## src/rtl/muldiv_ctrl_if.sv

```systemverilog
// Handshake/data bundle between the E stage and the multiply/divide controller.
// Signals:
//   start, op[1:0], a, b  - operation request and operands from the pipeline
//   flush                 - cancel the current operation
//   ack                   - E stage advances and consumes the result
//   ok                    - 0 stalls E (combinational from the controller)
//   valid, hi, lo         - finished result registers
// Modports: master (pipeline side), slave (controller side).
interface muldiv_ctrl_if #(
  parameter int unsigned DATA_W = 32
);
  logic              start;
  logic [1:0]        op;
  logic [DATA_W-1:0] a;
  logic [DATA_W-1:0] b;
  logic              flush;
  logic              ack;
  logic              ok;
  logic              valid;
  logic [DATA_W-1:0] hi;
  logic [DATA_W-1:0] lo;

  modport master (
    output start, op, a, b, flush, ack,
    input  ok, valid, hi, lo
  );

  modport slave (
    input  start, op, a, b, flush, ack,
    output ok, valid, hi, lo
  );
endinterface

```

## src/rtl/muldiv_ctrl.sv

```systemverilog
// Iterative multiply/divide unit for the E stage (MULT, MULTU, DIV, DIVU).
// Ports:
//   clk     - rising-edge clock
//   reset   - asynchronous active-high reset
//   bus_io  - muldiv_ctrl_if.slave: start/op/a/b/flush/ack in, ok/valid/hi/lo out
// Multiply is shift-add and divide is restoring, one bit per cycle on operand
// magnitudes, with sign fix-up on the final step. A divide by zero finishes in
// one cycle with lo=all ones and hi=a.
// Build option: define MULDIV_FAST_MUL_EN for a single-cycle registered multiply.
module muldiv_ctrl #(
  parameter int unsigned DATA_W = 32
) (
  input logic           clk,
  input logic           reset,
  muldiv_ctrl_if.slave  bus_io
);
  localparam int unsigned W = DATA_W;

  typedef enum logic [1:0] {StIdle, StMul, StDiv, StDone} state_e;

  state_e           state_q, state_d;
  logic [4:0]       cnt_q, cnt_d;
  // Working register: multiply {acc, multiplier}, divide {remainder, dividend/quotient}.
  logic [2*W-1:0]   prod_q, prod_d;
  logic [W-1:0]     dvsr_q, dvsr_d;
  logic             neg_q, neg_d;          // negate product / quotient
  logic             neg_rem_q, neg_rem_d;  // negate remainder (also a's sign extension)
  logic             zero_q, zero_d;        // divide by zero pending
  logic [W-1:0]     hi_q, hi_d, lo_q, lo_d;
  logic             valid_q, valid_d;
  logic             ok_o;

  logic             sgn;
  logic [W-1:0]     mag_a, mag_b;
  logic             last;
  logic [W+1:0]     div_trial;
  logic [2*W-1:0]   div_next;
  logic [2*W-1:0]   mul_res;

  assign sgn   = ~bus_io.op[0];
  assign mag_a = (sgn && bus_io.a[W-1]) ? -bus_io.a : bus_io.a;
  assign mag_b = (sgn && bus_io.b[W-1]) ? -bus_io.b : bus_io.b;
  assign last  = (cnt_q == 5'd31);

  // Restoring divide step: shift in the next dividend bit and try to subtract.
  assign div_trial = {1'b0, prod_q[2*W-1:W], prod_q[W-1]} - {2'b00, dvsr_q};
  assign div_next  = div_trial[W+1] ? {prod_q[2*W-2:0], 1'b0}
                                    : {div_trial[W-1:0], prod_q[W-2:0], 1'b1};

`ifdef MULDIV_FAST_MUL_EN
  logic [2*W-1:0] mul_a, mul_b;
  // Operands were captured raw; a's sign extension is neg_rem_q and b's is
  // neg_q ^ neg_rem_q (both zero for unsigned ops).
  assign mul_a   = {{W{neg_rem_q}}, prod_q[W-1:0]};
  assign mul_b   = {{W{neg_q ^ neg_rem_q}}, dvsr_q};
  assign mul_res = mul_a * mul_b;
`else
  logic [W:0]     mul_add;
  logic [2*W-1:0] mul_next;
  assign mul_add  = {1'b0, prod_q[2*W-1:W]} + (prod_q[0] ? {1'b0, dvsr_q} : '0);
  assign mul_next = {mul_add, prod_q[W-1:1]};
  assign mul_res  = neg_q ? -mul_next : mul_next;
`endif

  // State register
  always_ff @(posedge clk or posedge reset) begin
    if (reset) begin
      state_q   <= StIdle;
      cnt_q     <= '0;
      prod_q    <= '0;
      dvsr_q    <= '0;
      neg_q     <= 1'b0;
      neg_rem_q <= 1'b0;
      zero_q    <= 1'b0;
      hi_q      <= '0;
      lo_q      <= '0;
      valid_q   <= 1'b0;
    end else begin
      state_q   <= state_d;
      cnt_q     <= cnt_d;
      prod_q    <= prod_d;
      dvsr_q    <= dvsr_d;
      neg_q     <= neg_d;
      neg_rem_q <= neg_rem_d;
      zero_q    <= zero_d;
      hi_q      <= hi_d;
      lo_q      <= lo_d;
      valid_q   <= valid_d;
    end
  end

  // Next-state logic
  always_comb begin
    state_d = state_q;
    unique case (state_q)
      StIdle: if (bus_io.start) state_d = bus_io.op[1] ? StDiv : StMul;
`ifdef MULDIV_FAST_MUL_EN
      StMul:  state_d = StDone;
`else
      StMul:  if (last) state_d = StDone;
`endif
      StDiv:  if (zero_q || last) state_d = StDone;
      StDone: if (bus_io.ack) state_d = StIdle;
      default: state_d = StIdle;
    endcase
    if (bus_io.flush) state_d = StIdle;
  end

  // Datapath next-state
  always_comb begin
    cnt_d     = cnt_q;
    prod_d    = prod_q;
    dvsr_d    = dvsr_q;
    neg_d     = neg_q;
    neg_rem_d = neg_rem_q;
    zero_d    = zero_q;
    hi_d      = hi_q;
    lo_d      = lo_q;
    valid_d   = valid_q;
    unique case (state_q)
      StIdle: begin
        if (bus_io.start) begin
          cnt_d     = '0;
          neg_d     = sgn & (bus_io.a[W-1] ^ bus_io.b[W-1]);
          neg_rem_d = sgn & bus_io.a[W-1];
          zero_d    = 1'b0;
          prod_d    = {{W{1'b0}}, mag_a};
          dvsr_d    = mag_b;
          if (bus_io.op[1] && (bus_io.b == '0)) begin
            zero_d = 1'b1;
            prod_d = {bus_io.a, {W{1'b1}}};
          end
`ifdef MULDIV_FAST_MUL_EN
          if (!bus_io.op[1]) begin
            prod_d = {{W{1'b0}}, bus_io.a};
            dvsr_d = bus_io.b;
          end
`endif
        end
      end
      StMul: begin
`ifdef MULDIV_FAST_MUL_EN
        hi_d    = mul_res[2*W-1:W];
        lo_d    = mul_res[W-1:0];
        valid_d = 1'b1;
`else
        prod_d = mul_next;
        cnt_d  = cnt_q + 5'd1;
        if (last) begin
          hi_d    = mul_res[2*W-1:W];
          lo_d    = mul_res[W-1:0];
          valid_d = 1'b1;
        end
`endif
      end
      StDiv: begin
        if (zero_q) begin
          hi_d    = prod_q[2*W-1:W];
          lo_d    = prod_q[W-1:0];
          valid_d = 1'b1;
        end else begin
          prod_d = div_next;
          cnt_d  = cnt_q + 5'd1;
          if (last) begin
            lo_d    = neg_q ? -div_next[W-1:0] : div_next[W-1:0];
            hi_d    = neg_rem_q ? -div_next[2*W-1:W] : div_next[2*W-1:W];
            valid_d = 1'b1;
          end
        end
      end
      StDone: if (bus_io.ack) valid_d = 1'b0;
      default: ;
    endcase
    // A cancelled op leaves the previous hi/lo untouched.
    if (bus_io.flush) begin
      hi_d    = hi_q;
      lo_d    = lo_q;
      valid_d = 1'b0;
    end
  end

  // Outputs
  always_comb begin
    ok_o = ((state_q == StIdle) && !bus_io.start) || (state_q == StDone);
  end

  assign bus_io.ok    = ok_o;
  assign bus_io.valid = valid_q;
  assign bus_io.hi    = hi_q;
  assign bus_io.lo    = lo_q;
endmodule

```

## src/flat_wrapper.sv

```systemverilog
// flat-port wrapper written by rule: the top's interface ports become plain ports
module muldiv_ctrl_flat 
#(
  parameter int unsigned DATA_W = 32
)
  (clk, reset, bus_io_start, bus_io_op, bus_io_a, bus_io_b, bus_io_flush, bus_io_ack, bus_io_ok, bus_io_valid, bus_io_hi, bus_io_lo);
  muldiv_ctrl_if #(.DATA_W(DATA_W)) bus_io_i ();
  input logic clk;
  input logic reset;
  input wire logic [$bits(bus_io_i.start)-1:0] bus_io_start;
  input wire logic [$bits(bus_io_i.op)-1:0] bus_io_op;
  input wire logic [$bits(bus_io_i.a)-1:0] bus_io_a;
  input wire logic [$bits(bus_io_i.b)-1:0] bus_io_b;
  input wire logic [$bits(bus_io_i.flush)-1:0] bus_io_flush;
  input wire logic [$bits(bus_io_i.ack)-1:0] bus_io_ack;
  output wire logic [$bits(bus_io_i.ok)-1:0] bus_io_ok;
  output wire logic [$bits(bus_io_i.valid)-1:0] bus_io_valid;
  output wire logic [$bits(bus_io_i.hi)-1:0] bus_io_hi;
  output wire logic [$bits(bus_io_i.lo)-1:0] bus_io_lo;
  assign bus_io_i.start = bus_io_start;
  assign bus_io_i.op = bus_io_op;
  assign bus_io_i.a = bus_io_a;
  assign bus_io_i.b = bus_io_b;
  assign bus_io_i.flush = bus_io_flush;
  assign bus_io_i.ack = bus_io_ack;
  assign bus_io_ok = bus_io_i.ok;
  assign bus_io_valid = bus_io_i.valid;
  assign bus_io_hi = bus_io_i.hi;
  assign bus_io_lo = bus_io_i.lo;
  muldiv_ctrl #(.DATA_W(DATA_W)) u_core (.clk(clk), .reset(reset), .bus_io(bus_io_i));
endmodule
```

## config.mk

```make
export PLATFORM = sky130hd
export DESIGN_NAME = muldiv_ctrl_flat
export DESIGN_NICKNAME = d
export VERILOG_FILES = /design/src/rtl/muldiv_ctrl_if.sv /design/src/rtl/muldiv_ctrl.sv /design/src/flat_wrapper.sv
export SDC_FILE = /design/constraint.sdc
export NUM_CORES = 1
export LEC_CHECK = 0
export CORE_ASPECT_RATIO = 0.75
export CORE_MARGIN = 4
export CORE_UTILIZATION = 30
export DETAILED_ROUTE_END_ITERATION = 16
export GPL_TIMING_DRIVEN = 0
export PLACE_DENSITY = 0.52
export SETUP_SLACK_MARGIN = 0.02
export SYNTH_ARGS = -nofsm -noshare
export SYNTH_HDL_FRONTEND = slang
export SYNTH_SLANG_ARGS = --single-unit
export TNS_END_PERCENT = 20
```

## constraint.sdc

```tcl
create_clock -name clk -period 18.9 [get_ports clk]
set_input_delay 2.835 -clock clk [delete_from_list [all_inputs] [get_ports clk]]
set_output_delay 2.835 -clock clk [all_outputs]
set_load 0.02 [all_outputs]
```

==> run_results.csv <==
group,metric,value,unit
placed_design,port_buffers,136,
logic_synthesis,synthTopCellsByCount,"319 x nand2_1, 274 x o21ai_0, 177 x nor2_1, 171 x dfrtp_1, 142 x clkbuf_1",
worst_hold_path,hold_class,"flip-flop to flip-flop",
worst_hold_path,worst_hold_path.endpoint,"u_core.dvsr_q[22]",
floorplan,die_height,215,microns
logic_synthesis,synthCells,2287,
sta,setup_violations,0,
logic_synthesis,yosys_warnings,0,
worst_setup_path,r2r_end,"u_core.bus_io.hi[28]",
clocking,cts_setup_buffers,0,
global_routing,grt_max_degree,115,
sta,hold_viol_final,0,
logic_synthesis,netlist.top_cell.by_area,"dfrtp_1",
global_routing,global_route.usage.met1,0.457,
clocking,clock_sinks,171,
clocking,cts_buffers,17,
sta,tightest_slew,1.30,ns
global_routing,grt_use_met2,0.380,
worst_setup_path,crit_start,"u_core.prod_q[31]",
placed_design,hpwl,74.1,mm
clocking,clk_path_buf_depth,2,
logic_synthesis,synth_seq_cells,171,
route,drt-total-wl,91.0,mm
worst_setup_path,critPathKind,"flip-flop to flip-flop",
floorplan,rows,75,
global_routing,busiest_layer,"met1",
global_routing,grt_pass1_vias,17800,
logic_synthesis,yosysUniqueCellTypes,88,
logic_synthesis,ys_seq_area_frac,0.249,
sta,rsz0062_at_grt,"no",
worst_hold_path,whs_path_depth,2,
cells_and_area,nNetsFinal,2593,
route,remaining_drc_errors,0,
global_routing,use_met3,0.0779,
floorplan,dieArea,61200,sq um
worst_setup_path,path_max_fanout,10,
worst_setup_path,endpoint_kind,"flip-flop",
sta,skew,0.0234,ns
sta,fin_crit_sh,0.511,
route,initialDrtViolationCount,2278,
route,dr.pass1.iters,7,
clocking,clock_latency,0.50,ns
logic_synthesis,synth.avg_cell_area,7.51,sq um
sta,min_period,9.67,ns
logic_synthesis,synth.top_cell.area_share,0.249,
worst_setup_path,cp.required,19.29,ns
cells_and_area,synthToLayoutAreaGrowth,17.3,%
sta,final.setup.tns,0,ns
route,antenna_left,0,
worst_setup_path,rrSetupSlack,9.23,ns
clocking,tritoncts,"built",
global_routing,antenna_found_initial,3,
worst_hold_path,hp-start,"u_core.dvsr_q[22]",
sta,slew-limit-headroom,0.126,
route,num_vias,19200,
outcome,status,"complete, no violations",
clocking,cts-htree-levels,4,
placed_design,dpl.cell_count,3157,
placed_design,gp_congestion,0.985,
floorplan,chipWidth,284,microns
logic_synthesis,ys.flop_type,"dfrtp_1",
cells_and_area,drive_above_1_share,0.0382,
logic_synthesis,synth_nets,2435,
sta,fmax,0.103,GHz
global_routing,grt_pass1_wl,130,mm
worst_setup_path,r2r_cells,27,
worst_setup_path,critical_path.startpoint_type,"flip-flop",
global_routing,track_usage,0.289,
logic_synthesis,synth.most_common_cell,"nand2_1",
floorplan,ios,137,
clocking,cts_resized,0,
sta,report.final.slew_viol_count,0,
global_routing,grt_overflow,0,
clocking,root_buffer,"clkbuf_16",
floorplan,start_util,0.305,
logic_synthesis,ys_async_sr_fraction,1.00,
clocking,cts_hold_buf,0,
logic_synthesis,synth_area_leaders,"dfrtp_1 25%, o21ai_0 8.0%, nand2_1 7.0%",
cells_and_area,fin_cells,3190,
run,drv_cap,0,
worst_setup_path,timing.rr.start,"u_core.prod_q[31]",
sta,hold_ws,0.481,ns
clocking,clk_pin_slew,0.09,ns
worst_setup_path,worstPathArrival,10.05,ns
route,viasPerCell,6.03,
logic_synthesis,synth_area,17200,sq um
route,wl_per_cell,28.5,microns
logic_synthesis,synth_edf_count,0,
floorplan,fp.coreArea,56300,sq um
==> critical path, cell delays in order, from the launching register on <==
cell	delay, ns
dfrtp_1	0.33
clkbuf_1	0.65
inv_1	0.23
ha_1	0.30
nand2b_1	0.20
a211o_1	0.38
a211oi_1	0.38
o31ai_1	0.17
nand2_1	0.21
clkbuf_1	0.43
clkbuf_1	0.63
buf_1	0.54
clkbuf_1	0.45
nand2_1	0.09
o21ai_0	0.34
ha_1	0.37
inv_1	0.08
or2_2	0.32
or4_1	0.40
nor3_1	0.16
a31oi_1	0.15
a2111oi_0	0.76
buf_1	0.21
nand4_1	0.27
o211a_1	0.32
nor2_1	0.50
o221ai_1	0.35
o22a_1	0.31
==> how the worst max path moves through the flow <==
stage,end,cells past startpoint
2_1_floorplan,u_core.bus_io.hi[0],1
3_3_place_gp,u_core.dvsr_q[12],2
3_5_place_dp,u_core.bus_io.hi[28],27
4_1_cts,u_core.bus_io.hi[28],27
5_1_grt,u_core.bus_io.hi[28],27
6_report,u_core.bus_io.hi[28],27
==> cells in the final DEF, fill, tap and decap left out, drive strengths merged, types with 28 or more instances in the layout <==
| cell | instances |
|---|---|
| nand2 | 319 |
| o21ai | 279 |
| nor2 | 177 |
| dfrtp | 171 |
| clkbuf | 159 |
| clkdlybuf4s50 | 136 |
| a21oi | 131 |
| xnor2 | 124 |
| xor2 | 92 |
| inv | 79 |
| ha | 75 |
| a221oi | 50 |
| o31ai | 43 |
| a21o | 38 |
| a22oi | 36 |
| o211ai | 34 |
| nor3 | 34 |
| buf | 32 |
| or3 | 28 |
==> metal layers <==
layer	vias to the layer above	share of wire
met4	0	0.021
met5	-	0
met2	981	0.37
li1	8657	-
met1	9505	0.50
met3	96	0.11
==> cells by family (layout without fill, tap and decap cells) <==
group / Yosys count / in the layout / synth area share
compound gates: 796 / 796 / 0.301
xor+xnor: 216 / 216 / 0.110
fa+ha+maj: 77 / 77 / 0.0570
buf+inv: 243 / 414 / 0.0552
flops: 171 / 171 / 0.249
mux: 29 / 29 / 0.0172
other cells: 0 / 1 / 0
simple gates: 755 / 755 / 0.210
==> flip-flops by register name (all words and copies together), names as in the netlist, 2 cells and up <==
| signal | cells |
|---|---|
| u_core.cnt_q | 5 |
| u_core.bus_io.lo | 32 |
| u_core.dvsr_q | 32 |
| u_core.bus_io.hi | 32 |
| u_core.state_q | 2 |
| u_core.prod_q | 64 |
==> area by class of cell <==
cell class	instances	area, sq um
fill	6037	36200
buffer	171	677
tap	731	915
timing repair buffer	139	1400
sequential	171	4280
inverter	72	278
clock buffer	17	425
multi-input combinational	1873	12000
antenna	1	2.50
clock inverter	15	206
==> stage by stage <==
step	area, sq um	util	setup WS, ns
after floorplan	17200	-	11.43
after global placement	19400	0.345	8.76
after detailed placement	19500	0.346	9.65
after CTS	20100	0.358	9.62
after global routing	20100	0.358	8.89
final	20100	0.358	9.23
Power is left out: the tool's default activity adds up to more than one toggle a clock period on the data nets, which glitch-free logic cannot reach.
